[src/rtl/prog_sequencer_if.sv]
// rtl/prog_sequencer_if.sv - instruction handshake between the sequencer and the processor
interface prog_sequencer_if;
  logic [15:0] DIN;
  logic        Run;
  logic        Done;

  modport master (output DIN, output Run, input Done);
  modport slave  (input DIN, input Run, output Done);
endinterface

[src/rtl/prog_sequencer.sv]
// rtl/prog_sequencer.sv - issues a loadable program one instruction at a time over DIN/Run/Done
module prog_sequencer #(
  parameter int ADDR_W   = 5,
  parameter int MAX_WAIT = 3
) (
  input  logic              Clock,
  input  logic              Resetn,
  input  logic              WrEn,
  input  logic [ADDR_W-1:0] WrAddr,
  input  logic [15:0]       WrData,
  input  logic              Start,
  input  logic [ADDR_W:0]   Length,
  input  logic              Stop,
  output logic              Busy,
  output logic [ADDR_W-1:0] PC,
  output logic [15:0]       Retired,
  output logic              Finished,
  output logic              Err,
  prog_sequencer_if.master  proc
);

  localparam int WW = $clog2(MAX_WAIT + 1);

  typedef enum logic [1:0] {S_IDLE, S_ISSUE, S_WAIT} state_t;

  state_t state, state_nxt;

  logic [15:0]     mem [2**ADDR_W];
  logic [ADDR_W:0] remaining;
  logic [WW-1:0]   wait_cnt;
  logic            stop_pend;
  logic            start_ok;
  logic            start_zero;
  logic            timeout;
  logic            retire;
  logic            last;

  // Program memory is deliberately left out of reset.
  always_ff @(posedge Clock) begin
    if (WrEn && state == S_IDLE) mem[WrAddr] <= WrData;
  end

  always_ff @(posedge Clock) begin
    if (!Resetn) state <= S_IDLE;
    else         state <= state_nxt;
  end

  always_comb begin
    state_nxt  = state;
    start_ok   = 1'b0;
    start_zero = 1'b0;
    timeout    = 1'b0;
    retire     = 1'b0;
    last       = 1'b0;
    case (state)
      S_IDLE: begin
        if (Start) begin
          if (Length != '0) begin
            start_ok  = 1'b1;
            state_nxt = S_ISSUE;
          end else begin
            start_zero = 1'b1;
          end
        end
      end
      S_ISSUE: state_nxt = S_WAIT;
      S_WAIT: begin
        timeout = !proc.Done && (wait_cnt == WW'(MAX_WAIT));
        retire  = proc.Done || timeout;
        // A Stop arriving in the retire cycle itself still ends the run.
        last    = retire && (remaining == (ADDR_W+1)'(1) || stop_pend || Stop);
        if (retire) state_nxt = last ? S_IDLE : S_ISSUE;
      end
      default: state_nxt = S_IDLE;
    endcase
  end

  always_ff @(posedge Clock) begin
    if (!Resetn) begin
      PC        <= '0;
      remaining <= '0;
      Retired   <= '0;
      Err       <= 1'b0;
      Finished  <= 1'b0;
      stop_pend <= 1'b0;
      wait_cnt  <= '0;
    end else begin
      Finished <= start_zero || last;
      if (start_ok || start_zero) begin
        Retired <= '0;
        Err     <= 1'b0;
      end
      if (start_ok) begin
        PC        <= '0;
        remaining <= Length;
      end
      if (state == S_ISSUE)                wait_cnt <= WW'(1);
      else if (state == S_WAIT && !retire) wait_cnt <= wait_cnt + 1'b1;
      if (retire) begin
        Retired   <= Retired + 16'd1;
        remaining <= remaining - 1'b1;
        PC        <= PC + 1'b1;
        if (timeout) Err <= 1'b1;
      end
      if (state_nxt == S_IDLE)  stop_pend <= 1'b0;
      else if (Busy && Stop)    stop_pend <= 1'b1;
    end
  end

  assign Busy     = (state != S_IDLE);
  assign proc.Run = (state == S_ISSUE);
  assign proc.DIN = (state == S_ISSUE) ? mem[PC] : 16'h0000;

endmodule

[src/flat_wrapper.sv]
// flat-port wrapper written by rule: the top's interface ports become plain ports
module prog_sequencer_flat 
#(
  parameter int ADDR_W   = 5,
  parameter int MAX_WAIT = 3
)
  (Clock, Resetn, WrEn, WrAddr, WrData, Start, Length, Stop, Busy, PC, Retired, Finished, Err, proc_DIN, proc_Run, proc_Done);
  prog_sequencer_if proc_i ();
  input  logic Clock;
  input  logic Resetn;
  input  logic WrEn;
  input  logic [ADDR_W-1:0] WrAddr;
  input  logic [15:0] WrData;
  input  logic Start;
  input  logic [ADDR_W:0] Length;
  input  logic Stop;
  output logic Busy;
  output logic [ADDR_W-1:0] PC;
  output logic [15:0] Retired;
  output logic Finished;
  output logic Err;
  output wire logic [$bits(proc_i.DIN)-1:0] proc_DIN;
  output wire logic [$bits(proc_i.Run)-1:0] proc_Run;
  input wire logic [$bits(proc_i.Done)-1:0] proc_Done;
  assign proc_DIN = proc_i.DIN;
  assign proc_Run = proc_i.Run;
  assign proc_i.Done = proc_Done;
  prog_sequencer #(.ADDR_W(ADDR_W), .MAX_WAIT(MAX_WAIT)) u_core (.Clock(Clock), .Resetn(Resetn), .WrEn(WrEn), .WrAddr(WrAddr), .WrData(WrData), .Start(Start), .Length(Length), .Stop(Stop), .Busy(Busy), .PC(PC), .Retired(Retired), .Finished(Finished), .Err(Err), .proc(proc_i));
endmodule
[config.mk]
export PLATFORM = sky130hd
export DESIGN_NAME = prog_sequencer_flat
export DESIGN_NICKNAME = d
export VERILOG_FILES = /design/src/rtl/prog_sequencer_if.sv /design/src/rtl/prog_sequencer.sv /design/src/flat_wrapper.sv
export SDC_FILE = /design/constraint.sdc
export NUM_CORES = 1
export LEC_CHECK = 0
export CELL_PAD_IN_SITES_DETAIL_PLACEMENT = 1
export CELL_PAD_IN_SITES_GLOBAL_PLACEMENT = 1
export CORE_UTILIZATION = 25
export DETAILED_ROUTE_END_ITERATION = 6
export PLACE_DENSITY = 0.4
export SYNTH_ARGS = -nofsm -noshare
export SYNTH_HDL_FRONTEND = slang
export SYNTH_SLANG_ARGS = --single-unit
[constraint.sdc]
create_clock -name Clock -period 5.3 [get_ports Clock]
set_input_delay 1.06 -clock Clock [delete_from_list [all_inputs] [get_ports Clock]]
set_output_delay 1.06 -clock Clock [all_outputs]
set_load 0.02 [all_outputs]
Yosys cells after proc, flatten, opt, wreduce, memory -nomap -nowiden:

Memories as Yosys holds them, arrays and structs flattened. A register that Yosys moved wholly into a read port is not among the register bits.
Index checks and enable logic that the tools add are counted.
W data, S select, Z words.

* bits in registers: 34
* input port bits: 33
* bits in writable memories: 512
* word-level logic and storage cells: 70
* memories: 1

Memory list
* u_core.mem: depth 32, bits a word 16, rd ports 1, clocked after memory_dff 1, wr ports 1, RTL line prog_sequencer.sv:28 `logic [15:0] mem [2**ADDR_W];`

* multiplexer cells: 30
* equal/unequal tests: 4
* bitwise operators: 1
* add/sub/neg operators: 4
* reductions and logical operators: 21

Operators by type and width (count)
* $mux W16: 3
* $mux W5: 4
* $mux W1: 17
* $add A16 B1 Y16 const B: 1
* $mux W6: 2
* $reduce_bool A2 Y1: 4
* $eq A6 B1 Y1 const B: 1
* $mux W2: 3
* $pmux W2 S3: 1
* $reduce_bool A6 Y1: 1
* $sub A6 B1 Y6 const B: 1
* $add A5 B1 Y5 const B: 1
* $logic_and A1 B1 Y1: 5
* $logic_or A1 B1 Y1: 5
* $eq A2 B2 Y1 const B: 2
* $logic_not A2 Y1: 2
* $reduce_or A2 Y1: 2
* $add A2 B1 Y2 const B: 1
* $eq A2 B1 Y1 const B: 1
* $logic_not A1 Y1: 2
* $not A1 Y1: 1

Logic depth before layout (Yosys ltp):

Gate-level depths: netlist (run 1).

* depth in word-level cells: 9
* mapped depth: 8
* gate-level depth less buffers: 6

Worst setup path before layout (run 1):

No wires, ideal clock.

* path type: flip-flop to output port
* start: register u_core.state[0]
* end: output port proc_DIN[10]
* stages on the path, launching flop included: 7
* arrival time: 1881 ps
* required time: 4240 ps
* slack: 2359 ps
* path through: dfxtp_1 -> clkbuf_1 -> nor2b_1 -> clkbuf_1 -> clkbuf_1 -> o221ai_1 -> a21oi_1

* longest elaborated chain between the ends: 2

RTL lines
* from (decl): RTL line prog_sequencer.sv:26 `state_t state, state_nxt;`
* from (signal assigned): RTL line prog_sequencer.sv:45 `else state <= state_nxt;`
* $eq A2 B1 Y1
* via proc_Run: RTL line flat_wrapper.sv:23 `output wire logic [$bits(proc_i.Run)-1:0] proc_Run;`
* $mux W16: RTL line prog_sequencer.sv:112 `assign proc.DIN = (state == S_ISSUE) ? mem[PC] : 16'h0000;`
* to (decl): RTL line flat_wrapper.sv:22 `output wire logic [$bits(proc_i.DIN)-1:0] proc_DIN;`

The timed path passes the listed nets, and every way through them passes these cells.

==> results of run 1 <==
## state kept, by name, indices dropped and copies added, names as in the netlist, named ones only
signal            flops
u_core.Err            1
u_core.Retired       16
u_core.stop_pend      1
u_core.PC             5
u_core.wait_cnt       2
u_core.mem          512
u_core.state          2
u_core.remaining      6
u_core.Finished       1
## path summary, 6_finish.rpt
path	from	to	slack, ps	cells past startpoint
worst min-delay path	u_core.remaining[1]	u_core.remaining[1]	490	2
worst max register to register	u_core.state[1]	u_core.mem[18][15]	1890	4
worst max-delay path	flop	proc_DIN[6]	350	7
worst min register to register	u_core.remaining[1]	u_core.remaining[1]	490	2
## critical path: cells and delay by family, from the launching register on
kind	cells	cell delay, ps
muxes	2	850
AOI/OAI and AO/OA	2	760
DFF	1	600
and+or+nand+nor	1	190
buffers and inverters	2	840
## logic make-up after synthesis
family / count (synthesis) / share of synthesized area
muxes: 181 / 0.1611
and+or+nand+nor: 162 / 0.03544
xor gates and xnor gates: 1 / 0.0004074
AOI/OAI and AO/OA: 105 / 0.03375
adders and majority gates: 5 / 0.002910
buffers and inverters: 66 / 0.01496
DFF: 551 / 0.7514
## power by group through the flow
stage	Combinational, mW	Clock (mW)	Sequential, mW
floorplan	0.114	0	4.88
global placement	0.306	0	4.89
detailed placement	0.310	0	4.89
CTS	0.310	4.40	4.80
global route	0.325	4.54	4.80
finish	0.299	4.24	4.80
## metal layers
metal | up-vias | share of wire | global-route usage
met2 | 242 | 0.47 | 0.2349
met5 | - | 0.00040 | 0
met4 | 4 | 0.021 | 0.04069
li1 | 4770 | - | -
met3 | 84 | 0.040 | 0.02631
met1 | 5903 | 0.47 | 0.2034
## area by class of cell
class | count | area share
Tap cell | 1144 | 0.05499
Antenna cell | 4 | 0.0003846
Clock inverter | 34 | 0.008268
Timing Repair Buffer | 139 | 0.04903
Sequential cell | 551 | 0.6211
Inverter | 8 | 0.001154
Clock buffer | 84 | 0.06888
Multi-Input combinational cell | 454 | 0.1962
## cells in the final DEF (no fill, tap or decap), types with 11 or more instances in the layout
cell type	count
mux4_2	128
edfxtp_1	512
o221ai_1	17
a21oi_1	31
mux2i_1	12
clkbuf_16	69
nand3_1	11
dfxtp_1	36
nand2_1	31
clkbuf_1	14
clkdlybuf4s50_1	68
clkinv_1	21
nor2_1	42
buf_4	60
a221oi_1	15
mux2_2	41
nor2_2	32
o21ai_0	13
## cells in the mapped netlist, drive strengths merged (5+ instances only)
master / count / share of area
nor3: 6 / 0.0014
a21oi: 31 / 0.0072
mux4: 128 / 0.13
nand3: 12 / 0.0030
dfxtp: 39 / 0.036
a221oi: 15 / 0.0061
a22oi: 6 / 0.0021
mux2: 41 / 0.021
inv: 7 / 0.0012
and2: 5 / 0.0015
nand2: 31 / 0.0054
buf: 40 / 0.010
edfxtp: 512 / 0.72
nand3b: 5 / 0.0017
nor2: 74 / 0.013
a31oi: 8 / 0.0023
mux2i: 12 / 0.0056
clkbuf: 18 / 0.0031
o21ai: 13 / 0.0030
o221ai: 17 / 0.0069
ha: 5 / 0.0029
## metrics by stage
step	setup slack (ps)	util
floorplan	2359	-
global placement	979.5	0.2820
detailed placement	929.1	0.2820
CTS	277.5	0.3056
global route	203.1	0.3056
finish	345.1	0.3057
==> key figures, run 1 <==
Routing
  • Starting DRT DRC Count: 732
  • Average vias per placed instance: 4.550
  • Post-route DRC: 0
  • Drt wl/cell: 26.00 µm
  • Detailed-router iteration count before antenna repair: 5
  • Total wirelength of the detailed-routed design: 62.87 mm
  • Residual antenna-violating net count after detailed routing: 0
  • Count of vias placed by the detailed router: 11,000

STA
  • Rel. slew slack: 0.1829
  • Worst clock skew: 23.68 ps
  • RSZ-0062 raised after global routing: false
  • Worst Tran Pin Value: 1222 ps
  • Upper clock frequency limit: 201.8 MHz
  • Hold Violations, Final: 0
  • Count of final max-slew check failures: 0
  • Final worst path period need: 4955 ps
  • Number of endpoints failing setup at the final stage: 0
  • Accumulated negative setup slack: 0 ps
  • Min Hold Slack: 487.3 ps
  • Final clock period utilization by the worst path: 0.9349

Power
  • Power density of the placed cells: 359.0 mW/mm²
  • Combinational share of power: 0.032
  • Share of total power consumed by net switching: 0.2163
  • Cell Int Power: 7.323 mW
  • Clock power share: 0.454
  • Overall power of the completed layout: 9.343 mW
  • Seq pwr share: 0.514
  • Sw Pwr: 2.021 mW
  • Reported leakage power: 7.799 nW
  • Worst VDD drop: 189.8 µV

Synth
  • Netlist cell types: 52
  • Warnings, synthesis: 0
  • Number of synthesized flops with an enable pin: 512
  • Share of async-settable or async-resettable flops after synthesis: 0
  • Net count after synthesis: 1,109
  • Post-synthesis instance area: 0.02150 mm²
  • Mapped Cells: 1,071
  • Sequential share of the synthesized area: 0.7514
  • Synth Flop Type: edfxtp_1
  • Flop and latch count out of synthesis: 551
  • Mean instance size in the synthesized netlist: 20.08 µm²

Clock network
  • CTS buffer count: 67
  • Clock latency on the worst-skew pair: 610 ps
  • Clock sink count: 551
  • Post-CTS Setup Inserts: 0
  • CTS tree: built
  • Cts hold-fix bufs: 0
  • CTS H-tree lvls: 3
  • Root Buffer Master: clkbuf_16
  • Clock Pin Slew Worst Setup and Hold Paths: 50 ps
  • Post_cts resized: 0
  • Number of buffers between clock root and the deepest sink: 3

Critical path
  • Class of the most critical setup path: flop to output port
  • Slowest cell on the critical path: dfxtp_4
  • Maximum fanout encountered on the critical timing path: 21
  • Critical Path AT: 3890 ps
  • Type of element capturing the critical path: output port
  • Startpoint Class: flop
  • Required time of the worst setup path: 4240 ps
  • Crit path cell chain: buf_12 > mux4_2 > mux2i_1 > nor2_1 > a221oi_1 > a21oi_1 > clkdlybuf4s50_1
  • Critical path's largest stage delay: 600 ps

Cells and area
  • Share of post-route cells with drive strength above 1: 0.2890
  • Area grow syn2layout: 21.06%
  • Number of nets in the layout: 1,259
  • Area taken by flip-flops and latches: 0.01617 mm²
  • Multi-input combinational cell area: 0.005106 mm²
  • Cell area after layout: 0.02603 mm²
  • Final std cells w/o fill: 2,418
  • Filler Cell Count: 8,691

Run status
  • Run status: complete, no violations

Placement
  • Final estimated routing congestion in global placement: 0.7211
  • Cell count after placement: 2,296
  • Quantity of I/O buffers inserted on ports: 73
  • Post-detailed-placement half-perimeter wirelength: 37.89 mm
  • Placed Instance Area: 0.02401 mm²

Global route
  • Global-route congestion overflow total: 0
  • Number of global-route vias before repair: 11,790
  • Initial antenna violation count: 8
  • First-pass GRT wire length: 89.57 mm
  • GR Util All Layers: 0.1466
  • Maximum number of pins on one net before global-route repair: 41

Floorplan
  • Die height: 295.3 µm
  • Number of top-level design ports: 74
  • Std-Cell Rows: 107
  • Horiz. Die Dim: 295.3 µm
  • Initial core utilization: 0.2525
  • CORE AREA: 0.08515 mm²
  • DIE AREA: 0.08718 mm²

Hold path
  • Type of the worst min-delay path: flop to flop

Flow run
  • Max-cap violations: 0
Power figures use the tool's default switching activity.
==> inputs of run 2 (changes only) <==
- MAX_ROUTING_LAYER: default -> met4
- REMOVE_ABC_BUFFERS: default -> 1
==> run 2 against run 1 <==
Cell count rose by 0.21%. Non-clock buffer count rose by 1. Clock-buffer cell count rose by 7. Design area rose by 0.19%. Clock power rose by 2%. Maximum frequency rose by 1.9%. First-iteration DRC count rose by 1.9%. Wire length fell by 3.1%. Global-route usage barely moved. Critical endpoint is now proc_DIN[9]. Highest routed layer is now met4.
==> key figures, run 2 (same netlist as run 1, synthesis figures left out) <==
Clock network
  • Cts hold-fix bufs: 0
  • Clock latency on the worst-skew pair: 610 ps
  • Clock Pin Slew Worst Setup and Hold Paths: 50 ps
  • Post-CTS Setup Inserts: 0
  • CTS tree: built
  • Post_cts resized: 0
  • CTS buffer count: 68
  • Root Buffer Master: clkbuf_16
  • CTS H-tree lvls: 3
  • Number of buffers between clock root and the deepest sink: 3
  • Clock sink count: 551

Routing
  • Residual antenna-violating net count after detailed routing: 0
  • Count of vias placed by the detailed router: 10,890
  • Average vias per placed instance: 4.492
  • Post-route DRC: 0
  • Drt wl/cell: 25.13 µm
  • Total wirelength of the detailed-routed design: 60.90 mm
  • Starting DRT DRC Count: 746
  • Detailed-router iteration count before antenna repair: 4

Placement
  • Quantity of I/O buffers inserted on ports: 73
  • Final estimated routing congestion in global placement: 0.7188
  • Cell count after placement: 2,297
  • Post-detailed-placement half-perimeter wirelength: 35.62 mm
  • Placed Instance Area: 0.02400 mm²
  • Pre-CTS WS: 937.3 ps

Cells and area
  • Most common library cell in the layout ignoring fill and taps: edfxtp_1
  • Final std cells w/o fill: 2,423
  • Area grow syn2layout: 21.29%
  • Share of post-route cells with drive strength above 1: 0.2878
  • Layout Utilization: 0.3063
  • Most flop-heavy register: u_core.mem
  • Number of nets in the layout: 1,261
  • Max FFs per register: 512
  • Largest registers: u_core.mem x512, u_core.Retired x16, u_core.remaining x6
  • Highest-count cells in the layout ignoring fill and taps: edfxtp_1, mux4_2, clkdlybuf4s50_1, clkbuf_16, buf_4
  • Cell area after layout: 0.02608 mm²

STA
  • Upper clock frequency limit: 205.7 MHz
  • Min Hold Slack: 474.3 ps
  • Hold Violations, Final: 0
  • Worst clock skew: 20.25 ps
  • RSZ-0062 raised after global routing: false
  • Number of endpoints failing setup at the final stage: 0
  • Worst Setup Slack, final: 437.6 ps
  • Count of final max-slew check failures: 0
  • Worst Tran Pin Value: 902.7 ps
  • Rel. slew slack: 0.3974
  • Final worst path period need: 4862 ps
  • Final clock period utilization by the worst path: 0.9174
  • Accumulated negative setup slack: 0 ps

Global route
  • First-pass GRT wire length: 87.31 mm
  • Global-route congestion overflow total: 0
  • GR Util All Layers: 0.1465
  • Initial antenna violation count: 2
  • Number of global-route vias before repair: 11,790
  • Maximum number of pins on one net before global-route repair: 58

Floorplan
  • Initial core utilization: 0.2525
  • Horiz. Die Dim: 295.3 µm
  • Number of top-level design ports: 74
  • Die height: 295.3 µm
  • Std-Cell Rows: 107
  • CORE AREA: 0.08515 mm²
  • DIE AREA: 0.08718 mm²

Critical path
  • Worst R2R End: u_core.mem[23][7]
  • Count of cells along the worst register-to-register path: 4
  • Type of element capturing the critical path: output port
  • Required time of the worst setup path: 4240 ps
  • Reg-to-reg critical path startpoint: u_core.state[0]
  • Maximum fanout encountered on the critical timing path: 32
  • Reg2Reg Setup Slack: 2450 ps
  • Class of the most critical setup path: flop to output port
  • Critical Path AT: 3800 ps
  • Startpoint Class: flop

Run status
  • Run status: complete, no violations

Power
  • Worst VDD drop: 203.0 µV
  • Power density of the placed cells: 362.1 mW/mm²
  • Reported leakage power: 7.805 nW
  • Overall power of the completed layout: 9.443 mW

Hold path
  • Worst hold path stage count: 2
  • Worst Hold Endpoint: u_core.remaining[1]
  • Launch instance of the worst min-delay path: u_core.remaining[1]
  • Type of the worst min-delay path: flop to flop

Flow run
  • Max-cap violations: 0
-- run 2: cell types whose count changed in the layout (fill, tap and decap cells not counted), moves of 2 or more --
| cell | previous run | this run |
|---|---|---|
| clkbuf_1 | 14 | 23 |
| clkinv_1 | 21 | 15 |
| buf_4 | 60 | 63 |
| buf_12 | 6 | 4 |
| buf_2 | 5 | 3 |
| clkdlybuf4s50_1 | 68 | 70 |
| clkinv_2 | 8 | 6 |
| clkinvlp_4 | 0 | 2 |
-- run 2: worst max-delay path by stage --
| stage | startpoint | to | slack, ps | depth (start not counted) |
|---|---|---|---|---|
| global placement | flop | proc_DIN[10] | 850 | 7 |
| CTS | flop | proc_DIN[10] | 270 | 7 |
| floorplan | flop | proc_DIN[11] | -1880 | 4 |
| detailed placement | flop | proc_DIN[9] | 940 | 7 |
| global route | flop | proc_DIN[10] | 200 | 7 |
| finish | flop | proc_DIN[9] | 440 | 7 |
-- run 2: power breakdown --
| part | total, mW | internal (mW) | switching [mW] |
|---|---|---|---|
| clock network | 4.34 | 2.50 | 1.85 |
| registers | 4.80 | 4.78 | 0.0158 |
| logic | 0.301 | 0.0959 | 0.205 |
-- run 2: worst max-delay path: stages, from the launching register on --
cell and delay, ps:
dfxtp_4 710, buf_4 400, mux4_2 350, mux2i_1 390, nor2_1 90, a221oi_1 500
a21oi_1 170, clkdlybuf4s50_1 570
-- run 2: final cells by class --
cell class,count,area (µm²)
multi-input combinational,454,5106
clock inverter,31,277.8
antenna,4,10.01
tap,1144,1431
sequential,551,16170
clock buffer,91,1788
timing repair buffer,140,1269
fill,8689,59070
inverter,8,30.03
-- run 2: per-layer routing --
layer  up-vias  GRT usage  routed length [µm]
met4         0    0.03867                1217
met5         -          -                   0
met2       204     0.2214               28160
li1       4762          -                   -
met1      5847     0.2028               29240
met3        72    0.02594                2283
